`config.mk`:
```
export PLATFORM = sky130hd
export DESIGN_NAME = pipe_hazard_ctrl_flat
export DESIGN_NICKNAME = d
export VERILOG_FILES = /design/src/rtl/pipe_hazard_ctrl_pkg.sv /design/src/rtl/pipe_hazard_ctrl_if.sv /design/src/rtl/pipe_hazard_ctrl_sat_counter.sv /design/src/rtl/pipe_hazard_ctrl.sv /design/src/flat_wrapper.sv
export SDC_FILE = /design/constraint.sdc
export NUM_CORES = 1
export LEC_CHECK = 0
export CAP_MARGIN = 20
export CORE_ASPECT_RATIO = 0.75
export CORE_MARGIN = 4
export CORE_UTILIZATION = 40
export CTS_CLUSTER_DIAMETER = 50
export DETAILED_ROUTE_END_ITERATION = 6
export PLACE_DENSITY = 0.68
export SETUP_SLACK_MARGIN = 0.05
export SLEW_MARGIN = 5
export SYNTH_ARGS = -nofsm -noshare
export SYNTH_HDL_FRONTEND = slang
export SYNTH_SLANG_ARGS = --single-unit
```
`constraint.sdc`:
```
create_clock -name clk -period 3.5 [get_ports clk]
set_input_delay 1.05 -clock clk [delete_from_list [all_inputs] [get_ports clk]]
set_output_delay 1.05 -clock clk [all_outputs]
set_load 0.005 [all_outputs]
```
`src/rtl/pipe_hazard_ctrl_pkg.sv`:
```
// pipe_hazard_ctrl_pkg: register width, forwarding mux encodings and shadow-stage records
package pipe_hazard_ctrl_pkg;
    localparam int RA_W = 5;
    localparam logic [1:0] FWD_IDEX  = 2'd0;
    localparam logic [1:0] FWD_MEMWB = 2'd1;
    localparam logic [1:0] FWD_EXMEM = 2'd2;
    typedef logic [RA_W-1:0] reg_t;
    // ua/ub record whether a live (non-bubble) ID/EX instruction really reads rs/rt
    typedef struct packed {
        reg_t rs;
        reg_t rt;
        reg_t dst;
        logic rw;
        logic mr;
        logic ua;
        logic ub;
    } idex_t;
    typedef struct packed {
        reg_t dst;
        logic rw;
        logic mr;
    } exmem_t;
    typedef struct packed {
        reg_t dst;
        logic rw;
    } memwb_t;
    function automatic logic writes(logic rw, reg_t dst, reg_t r);
        return rw && dst == r && r != '0;
    endfunction
endpackage

```
`src/rtl/pipe_hazard_ctrl_if.sv`:
```
// pipe_hazard_ctrl_if: ID decode and EX branch inputs in, mux selects/enables/counters out
interface pipe_hazard_ctrl_if #(parameter int CNT_W = 16);
    import pipe_hazard_ctrl_pkg::*;
    reg_t             id_rs;
    reg_t             id_rt;
    reg_t             id_dst;
    logic             id_uses_rs;
    logic             id_uses_rt;
    logic             id_reg_write;
    logic             id_mem_read;
    logic             ex_br_taken;
    logic [1:0]       fwd_a_sel;
    logic [1:0]       fwd_b_sel;
    logic             id_byp_a;
    logic             id_byp_b;
    logic             ctrl_bubble;
    logic             pc_write;
    logic             ifid_write;
    logic             ifid_flush;
    logic [CNT_W-1:0] stall_cnt;
    logic [CNT_W-1:0] flush_cnt;
    modport master (
        output id_rs, id_rt, id_dst, id_uses_rs, id_uses_rt, id_reg_write, id_mem_read, ex_br_taken,
        input  fwd_a_sel, fwd_b_sel, id_byp_a, id_byp_b, ctrl_bubble, pc_write, ifid_write, ifid_flush,
               stall_cnt, flush_cnt
    );
    modport slave (
        input  id_rs, id_rt, id_dst, id_uses_rs, id_uses_rt, id_reg_write, id_mem_read, ex_br_taken,
        output fwd_a_sel, fwd_b_sel, id_byp_a, id_byp_b, ctrl_bubble, pc_write, ifid_write, ifid_flush,
               stall_cnt, flush_cnt
    );
endinterface

```
`src/rtl/pipe_hazard_ctrl_sat_counter.sv`:
```
// sat_counter: up-counter that sticks at all-ones, with synchronous clear
module sat_counter #(parameter int CNT_W = 16) (
    input  logic             clk,
    input  logic             clr,
    input  logic             inc,
    output logic [CNT_W-1:0] cnt
);
    logic [CNT_W-1:0] cnt_q, cnt_d;
    always_comb cnt_d = clr ? '0 : (inc && cnt_q != '1) ? cnt_q + 1'b1 : cnt_q;
    always_ff @(posedge clk) cnt_q <= cnt_d;
    assign cnt = cnt_q;
endmodule

```
`src/rtl/pipe_hazard_ctrl.sv`:
```
// pipe_hazard_ctrl: forwarding/bypass selects, load-use stall and branch flush from a shadow of the back-end pipe
module pipe_hazard_ctrl
    import pipe_hazard_ctrl_pkg::*;
#(parameter int CNT_W = 16) (
    input logic               clk,
    input logic               reset,
    pipe_hazard_ctrl_if.slave bus
);
    idex_t  idex_q, idex_d;
    exmem_t exmem_q, exmem_d;
    memwb_t memwb_q, memwb_d;
    logic   load_use, bubble;
    always_comb begin
        load_use = idex_q.mr && ((bus.id_uses_rs && writes(idex_q.rw, idex_q.dst, bus.id_rs)) ||
                                 (bus.id_uses_rt && writes(idex_q.rw, idex_q.dst, bus.id_rt)));
        bubble = reset || bus.ex_br_taken || load_use;
        bus.ctrl_bubble = bubble;
        bus.pc_write = !reset && (bus.ex_br_taken || !load_use);
        bus.ifid_write = !reset && (bus.ex_br_taken || !load_use);
        bus.ifid_flush = reset || bus.ex_br_taken;
        // the youngest producer (EX/MEM) wins over MEM/WB
        bus.fwd_a_sel = reset ? FWD_IDEX :
                        (writes(exmem_q.rw, exmem_q.dst, idex_q.rs) && !exmem_q.mr) ? FWD_EXMEM :
                        writes(memwb_q.rw, memwb_q.dst, idex_q.rs) ? FWD_MEMWB : FWD_IDEX;
        bus.fwd_b_sel = reset ? FWD_IDEX :
                        (writes(exmem_q.rw, exmem_q.dst, idex_q.rt) && !exmem_q.mr) ? FWD_EXMEM :
                        writes(memwb_q.rw, memwb_q.dst, idex_q.rt) ? FWD_MEMWB : FWD_IDEX;
        bus.id_byp_a = !reset && writes(memwb_q.rw, memwb_q.dst, bus.id_rs);
        bus.id_byp_b = !reset && writes(memwb_q.rw, memwb_q.dst, bus.id_rt);
        idex_d = '{rs: bus.id_rs, rt: bus.id_rt, dst: bus.id_dst,
                   rw: bus.id_reg_write && !bubble, mr: bus.id_mem_read && !bubble,
                   ua: bus.id_uses_rs && !bubble, ub: bus.id_uses_rt && !bubble};
        exmem_d = '{dst: idex_q.dst, rw: idex_q.rw, mr: idex_q.mr};
        memwb_d = '{dst: exmem_q.dst, rw: exmem_q.rw};
    end
    always_ff @(posedge clk) begin
        if (reset) begin
            idex_q <= '0;
            exmem_q <= '0;
            memwb_q <= '0;
        end else begin
            idex_q <= idex_d;
            exmem_q <= exmem_d;
            memwb_q <= memwb_d;
        end
    end
    // a load in EX/MEM feeding a live consumer in ID/EX must have been stalled away
    always_ff @(posedge clk)
        if (!reset)
            assert (!(exmem_q.mr && ((idex_q.ua && writes(exmem_q.rw, exmem_q.dst, idex_q.rs)) ||
                                     (idex_q.ub && writes(exmem_q.rw, exmem_q.dst, idex_q.rt)))));
    sat_counter #(.CNT_W(CNT_W)) u_stall_cnt (
        .clk(clk), .clr(reset), .inc(load_use && !bus.ex_br_taken), .cnt(bus.stall_cnt)
    );
    sat_counter #(.CNT_W(CNT_W)) u_flush_cnt (
        .clk(clk), .clr(reset), .inc(bus.ex_br_taken), .cnt(bus.flush_cnt)
    );
endmodule

```
`src/flat_wrapper.sv`:
```
// flat-port wrapper written by rule: the top's interface ports become plain ports
module pipe_hazard_ctrl_flat import pipe_hazard_ctrl_pkg::*;
#(parameter int CNT_W = 16)
  (clk, reset, bus_id_rs, bus_id_rt, bus_id_dst, bus_id_uses_rs, bus_id_uses_rt, bus_id_reg_write, bus_id_mem_read, bus_ex_br_taken, bus_fwd_a_sel, bus_fwd_b_sel, bus_id_byp_a, bus_id_byp_b, bus_ctrl_bubble, bus_pc_write, bus_ifid_write, bus_ifid_flush, bus_stall_cnt, bus_flush_cnt);
  pipe_hazard_ctrl_if #(.CNT_W(CNT_W)) bus_i ();
  input logic clk;
  input logic reset;
  input wire logic [$bits(bus_i.id_rs)-1:0] bus_id_rs;
  input wire logic [$bits(bus_i.id_rt)-1:0] bus_id_rt;
  input wire logic [$bits(bus_i.id_dst)-1:0] bus_id_dst;
  input wire logic [$bits(bus_i.id_uses_rs)-1:0] bus_id_uses_rs;
  input wire logic [$bits(bus_i.id_uses_rt)-1:0] bus_id_uses_rt;
  input wire logic [$bits(bus_i.id_reg_write)-1:0] bus_id_reg_write;
  input wire logic [$bits(bus_i.id_mem_read)-1:0] bus_id_mem_read;
  input wire logic [$bits(bus_i.ex_br_taken)-1:0] bus_ex_br_taken;
  output wire logic [$bits(bus_i.fwd_a_sel)-1:0] bus_fwd_a_sel;
  output wire logic [$bits(bus_i.fwd_b_sel)-1:0] bus_fwd_b_sel;
  output wire logic [$bits(bus_i.id_byp_a)-1:0] bus_id_byp_a;
  output wire logic [$bits(bus_i.id_byp_b)-1:0] bus_id_byp_b;
  output wire logic [$bits(bus_i.ctrl_bubble)-1:0] bus_ctrl_bubble;
  output wire logic [$bits(bus_i.pc_write)-1:0] bus_pc_write;
  output wire logic [$bits(bus_i.ifid_write)-1:0] bus_ifid_write;
  output wire logic [$bits(bus_i.ifid_flush)-1:0] bus_ifid_flush;
  output wire logic [$bits(bus_i.stall_cnt)-1:0] bus_stall_cnt;
  output wire logic [$bits(bus_i.flush_cnt)-1:0] bus_flush_cnt;
  assign bus_i.id_rs = bus_id_rs;
  assign bus_i.id_rt = bus_id_rt;
  assign bus_i.id_dst = bus_id_dst;
  assign bus_i.id_uses_rs = bus_id_uses_rs;
  assign bus_i.id_uses_rt = bus_id_uses_rt;
  assign bus_i.id_reg_write = bus_id_reg_write;
  assign bus_i.id_mem_read = bus_id_mem_read;
  assign bus_i.ex_br_taken = bus_ex_br_taken;
  assign bus_fwd_a_sel = bus_i.fwd_a_sel;
  assign bus_fwd_b_sel = bus_i.fwd_b_sel;
  assign bus_id_byp_a = bus_i.id_byp_a;
  assign bus_id_byp_b = bus_i.id_byp_b;
  assign bus_ctrl_bubble = bus_i.ctrl_bubble;
  assign bus_pc_write = bus_i.pc_write;
  assign bus_ifid_write = bus_i.ifid_write;
  assign bus_ifid_flush = bus_i.ifid_flush;
  assign bus_stall_cnt = bus_i.stall_cnt;
  assign bus_flush_cnt = bus_i.flush_cnt;
  pipe_hazard_ctrl #(.CNT_W(CNT_W)) u_core (.clk(clk), .reset(reset), .bus(bus_i));
endmodule
```
==> results.txt, run 1 <==
YS warnings: 0
max-slew headroom at the worst pin: 63.21%
post-layout min period: 3450 ps
total congestion overflow after global routing: 0
proportion of netlist area held by the largest area contributor: 40.16%
unrepaired setup endpoints after global routing: yes
synthesis-to-finish area growth: 31.74%
hold path startpoint: u_core.exmem_q[1]$_SDFF_PP0_
final wirelength: 7734 um
Worst Hold Class: reg2reg
Setup-failing EPs final: 0
CTS sink count: 62
die boundary height: 84.12 um
Core Area: 7432 um2
register area share after synthesis: 40.16%
path depth of the worst reg2reg path: 6
number of max-cap violations: 0
pre-CTS worst setup slack: -658.9 ps
Crit-path slowest cell: sky130_fd_sc_hd__clkdlybuf4s50_1
worst endpoint required time: 2450 ps
Rows: 27
via count of the routed design: 2745
critical path cell sequence: buf_2 > nor2b_1 > buf_4 > nand2_1 > nor4_2 > buf_4 > clkdlybuf4s50_1
skew final: 7.422 ps
Hold Violations, Final: 0
Hold Path End: u_core.memwb_q[0]$_SDFF_PP0_
per-cell via count in the routed design: 5.199
Pins Over Slew Limit: 0
post-layout net count: 446
DRC Markers: 0
routed wirelength normalized by instance count: 14.65 um
critical register-to-register path endpoint: u_core.u_stall_cnt.cnt[8]$_SDFFE_PP0P_
Cell variety after synth: 45
total power density per cell area: 348.7 nW/um2
All-Layer GR Usage: 17.19%
antenna diode count: 0
die area: 9211 um2
count of pins on the block boundary: 64
TritonCTS clock tree: yes
Post-Syn Nets: 365
status: complete, no violations
worst setup slack for register-to-register paths: 1440 ps
clock root buffer: sky130_fd_sc_hd__clkbuf_8
Horiz. Die Dim: 109.5 um
top cells by area, synth: sky130_fd_sc_hd__dfxtp_1 (40%), sky130_fd_sc_hd__xnor2_1 (11%), sky130_fd_sc_hd__nor2b_1 (6.3%), sky130_fd_sc_hd__xor2_1 (3.7%), sky130_fd_sc_hd__nand4_1 (3.6%)
Post-Syn Area per Cell: 9.063 um2
cells after synthesis: 341
number of iterations in the first detailed-routing pass: 4
worst hold path cell count: 1
capturing element type of the critical path: output port
GPL Wtd Cong: 0.8506
Power, Total: 0.001420 W
setup ws final: 49.54 ps
layout cells sized above 1: 14.05%
LEAKAGE: 1.437 nW
synthesized cell area: 3090 um2
number of nets still failing antenna checks after routing: 0
maximum number of pins on one net before global-route repair: 32
dominant synthesized flop cell: sky130_fd_sc_hd__dfxtp_1
TritonCTS Buffers: 9
worst flop-to-flop path startpoint: u_core.exmem_d[5]$_SDFF_PP0_
FMAX: 289.8 MHz
buffers and inverters on the worst path: 4
initial antenna violation count: 0
critical setup path kind: in2out
share of the core filled with cells: 54.78%
number of buffers inserted by port buffering: 63
asr flop ratio synth: 0%
first-pass GRT wire length: 12760 um
commonest non-fill, non-tap cells in the layout: sky130_fd_sc_hd__dfxtp_1 (62), sky130_fd_sc_hd__clkdlybuf4s50_1 (47), sky130_fd_sc_hd__xnor2_1 (39)
worst vdd ir: 0.2020 mV
vias in the first global route: 2673
clock slew at the register clock pins of the worst setup and hold paths: 60 ps
cell accounting for the most synthesized area: sky130_fd_sc_hd__dfxtp_1
worst stage delay on the critical path: 500 ps
crit-path max FO: 4
worst hold margin: 469.2 ps
level count of the clock H-tree: 3
setup tns final: 0 ps
post-cts hold buffer count: 0
number of flops mapped to enable cells by yosys: 0
Iteration-0 DRC Markers: 142
transition at the pin with the smallest max-transition slack: 547.7 ps
crit start category: primary input
dpl hpwl: 5478 um
Critical Path AT: 2400 ps
share of the clock period used by the worst path: 98.58%
largest buffer count on any clock path: 2
most common cell after layout, fill and taps aside: sky130_fd_sc_hd__dfxtp_1
clock latency of the later-clocked register in the worst-skew pair: 330 ps
starting density of the core: 41.58%
family with the most delay on the worst path: buffers and inverters
synthesized flop and latch total: 62
most used cell, CP: sky130_fd_sc_hd__buf_4
[power by group]
part	total [W]	switching (W)	internal [W]
logic	0.000136	0.0000587	0.0000775
clock network	0.000538	0.000265	0.000273
registers	0.000745	0.0000223	0.000723
[cell families after synthesis]
group / share of synthesized area, %
fa+ha+maj: 0.8096
flops: 40.16
simple gates: 29.07
mux: 1.133
xor+xnor: 14.74
compound gates: 10.61
buf+inv: 3.482
[layout make-up]
type                    instances  area, um2
fillers                       704       3361
multi-input cells             257       1750
flip-flops and latches         62       1241
repair buffers                 88      770.7
clock buffers                  12      145.1
well taps                     101      126.4
clock inverters                 4      22.52
inverters                       4      15.01
[synthesized netlist by cell type (3+ instances only)]
library cell	count
sky130_fd_sc_hd__a21oi_1	17
sky130_fd_sc_hd__and2_1	9
sky130_fd_sc_hd__and3_1	4
sky130_fd_sc_hd__and4_1	3
sky130_fd_sc_hd__clkbuf_1	10
sky130_fd_sc_hd__dfxtp_1	62
sky130_fd_sc_hd__inv_1	4
sky130_fd_sc_hd__nand2_1	15
sky130_fd_sc_hd__nand3_1	10
sky130_fd_sc_hd__nand4_1	18
sky130_fd_sc_hd__nor2_1	27
sky130_fd_sc_hd__nor2b_1	31
sky130_fd_sc_hd__nor3_1	5
sky130_fd_sc_hd__nor4_1	8
sky130_fd_sc_hd__o21a_1	3
sky130_fd_sc_hd__o31ai_1	11
sky130_fd_sc_hd__or3_1	3
sky130_fd_sc_hd__or4_1	12
sky130_fd_sc_hd__xnor2_1	39
sky130_fd_sc_hd__xor2_1	13
[worst max-delay path by stage]
stage	start	endpoint	slack [ps]	cells past startpoint
finish	reset	bus_fwd_b_sel[0]	50	7
global route	reset	bus_fwd_b_sel[0]	-30	7
CTS	bus_id_rt[4]	bus_ifid_write	60	7
detailed placement	bus_id_rt[1]	bus_ifid_write	-660	7
global placement	bus_id_rt[1]	bus_pc_write	-630	7
floorplan	bus_id_rt[1]	bus_pc_write	1	8
[metal layers]
metal  wire length [um]  vias to the layer above  track usage (%)
met5                  0                        -                0
met2               3367                       88            24.60
met3                448                        4            6.187
li1                   -                     1375                -
met4                 49                        0            3.851
met1               3869                     1278            24.63
[through the flow]
stage,cell area (um2),instances
6_report,4071,528
5_1_grt,4071,528
4_1_cts,4049,526
3_5_place_dp,3908,508
3_3_place_gp,3908,508
2_1_floorplan,3090,341
[worst register-to-register path: cells and delay by family, from the launching register on]
| kind | cells | cell delay, ps |
|---|---|---|
| flops | 1 | 460 |
| buf+inv | 1 | 230 |
| mux | 1 | 330 |
| compound gates | 2 | 400 |
| xor+xnor | 1 | 170 |
| simple gates | 1 | 380 |
[registers in the layout, indices dropped and copies added, names as in the netlist]
register and flops:
u_core.u_flush_cnt.cnt 16, u_core.u_stall_cnt.cnt 16, u_core.idex_q 10, u_core.exmem_d 7
u_core.exmem_q 7, u_core.memwb_q 6
[timing repair]
action,in CTS,in global routing
resized for setup,46,3
buffers inserted,2,2
endpoints found under the setup margin,5,4
pin swaps,11,6
Power figures use the tool's default switching activity.
==> run 2, diff against run 1 <==
- SLEW_MARGIN: 5 -> 10
==> results of run 2 <==
No change in the layout: final DEF, timing and power equal those of run 1.
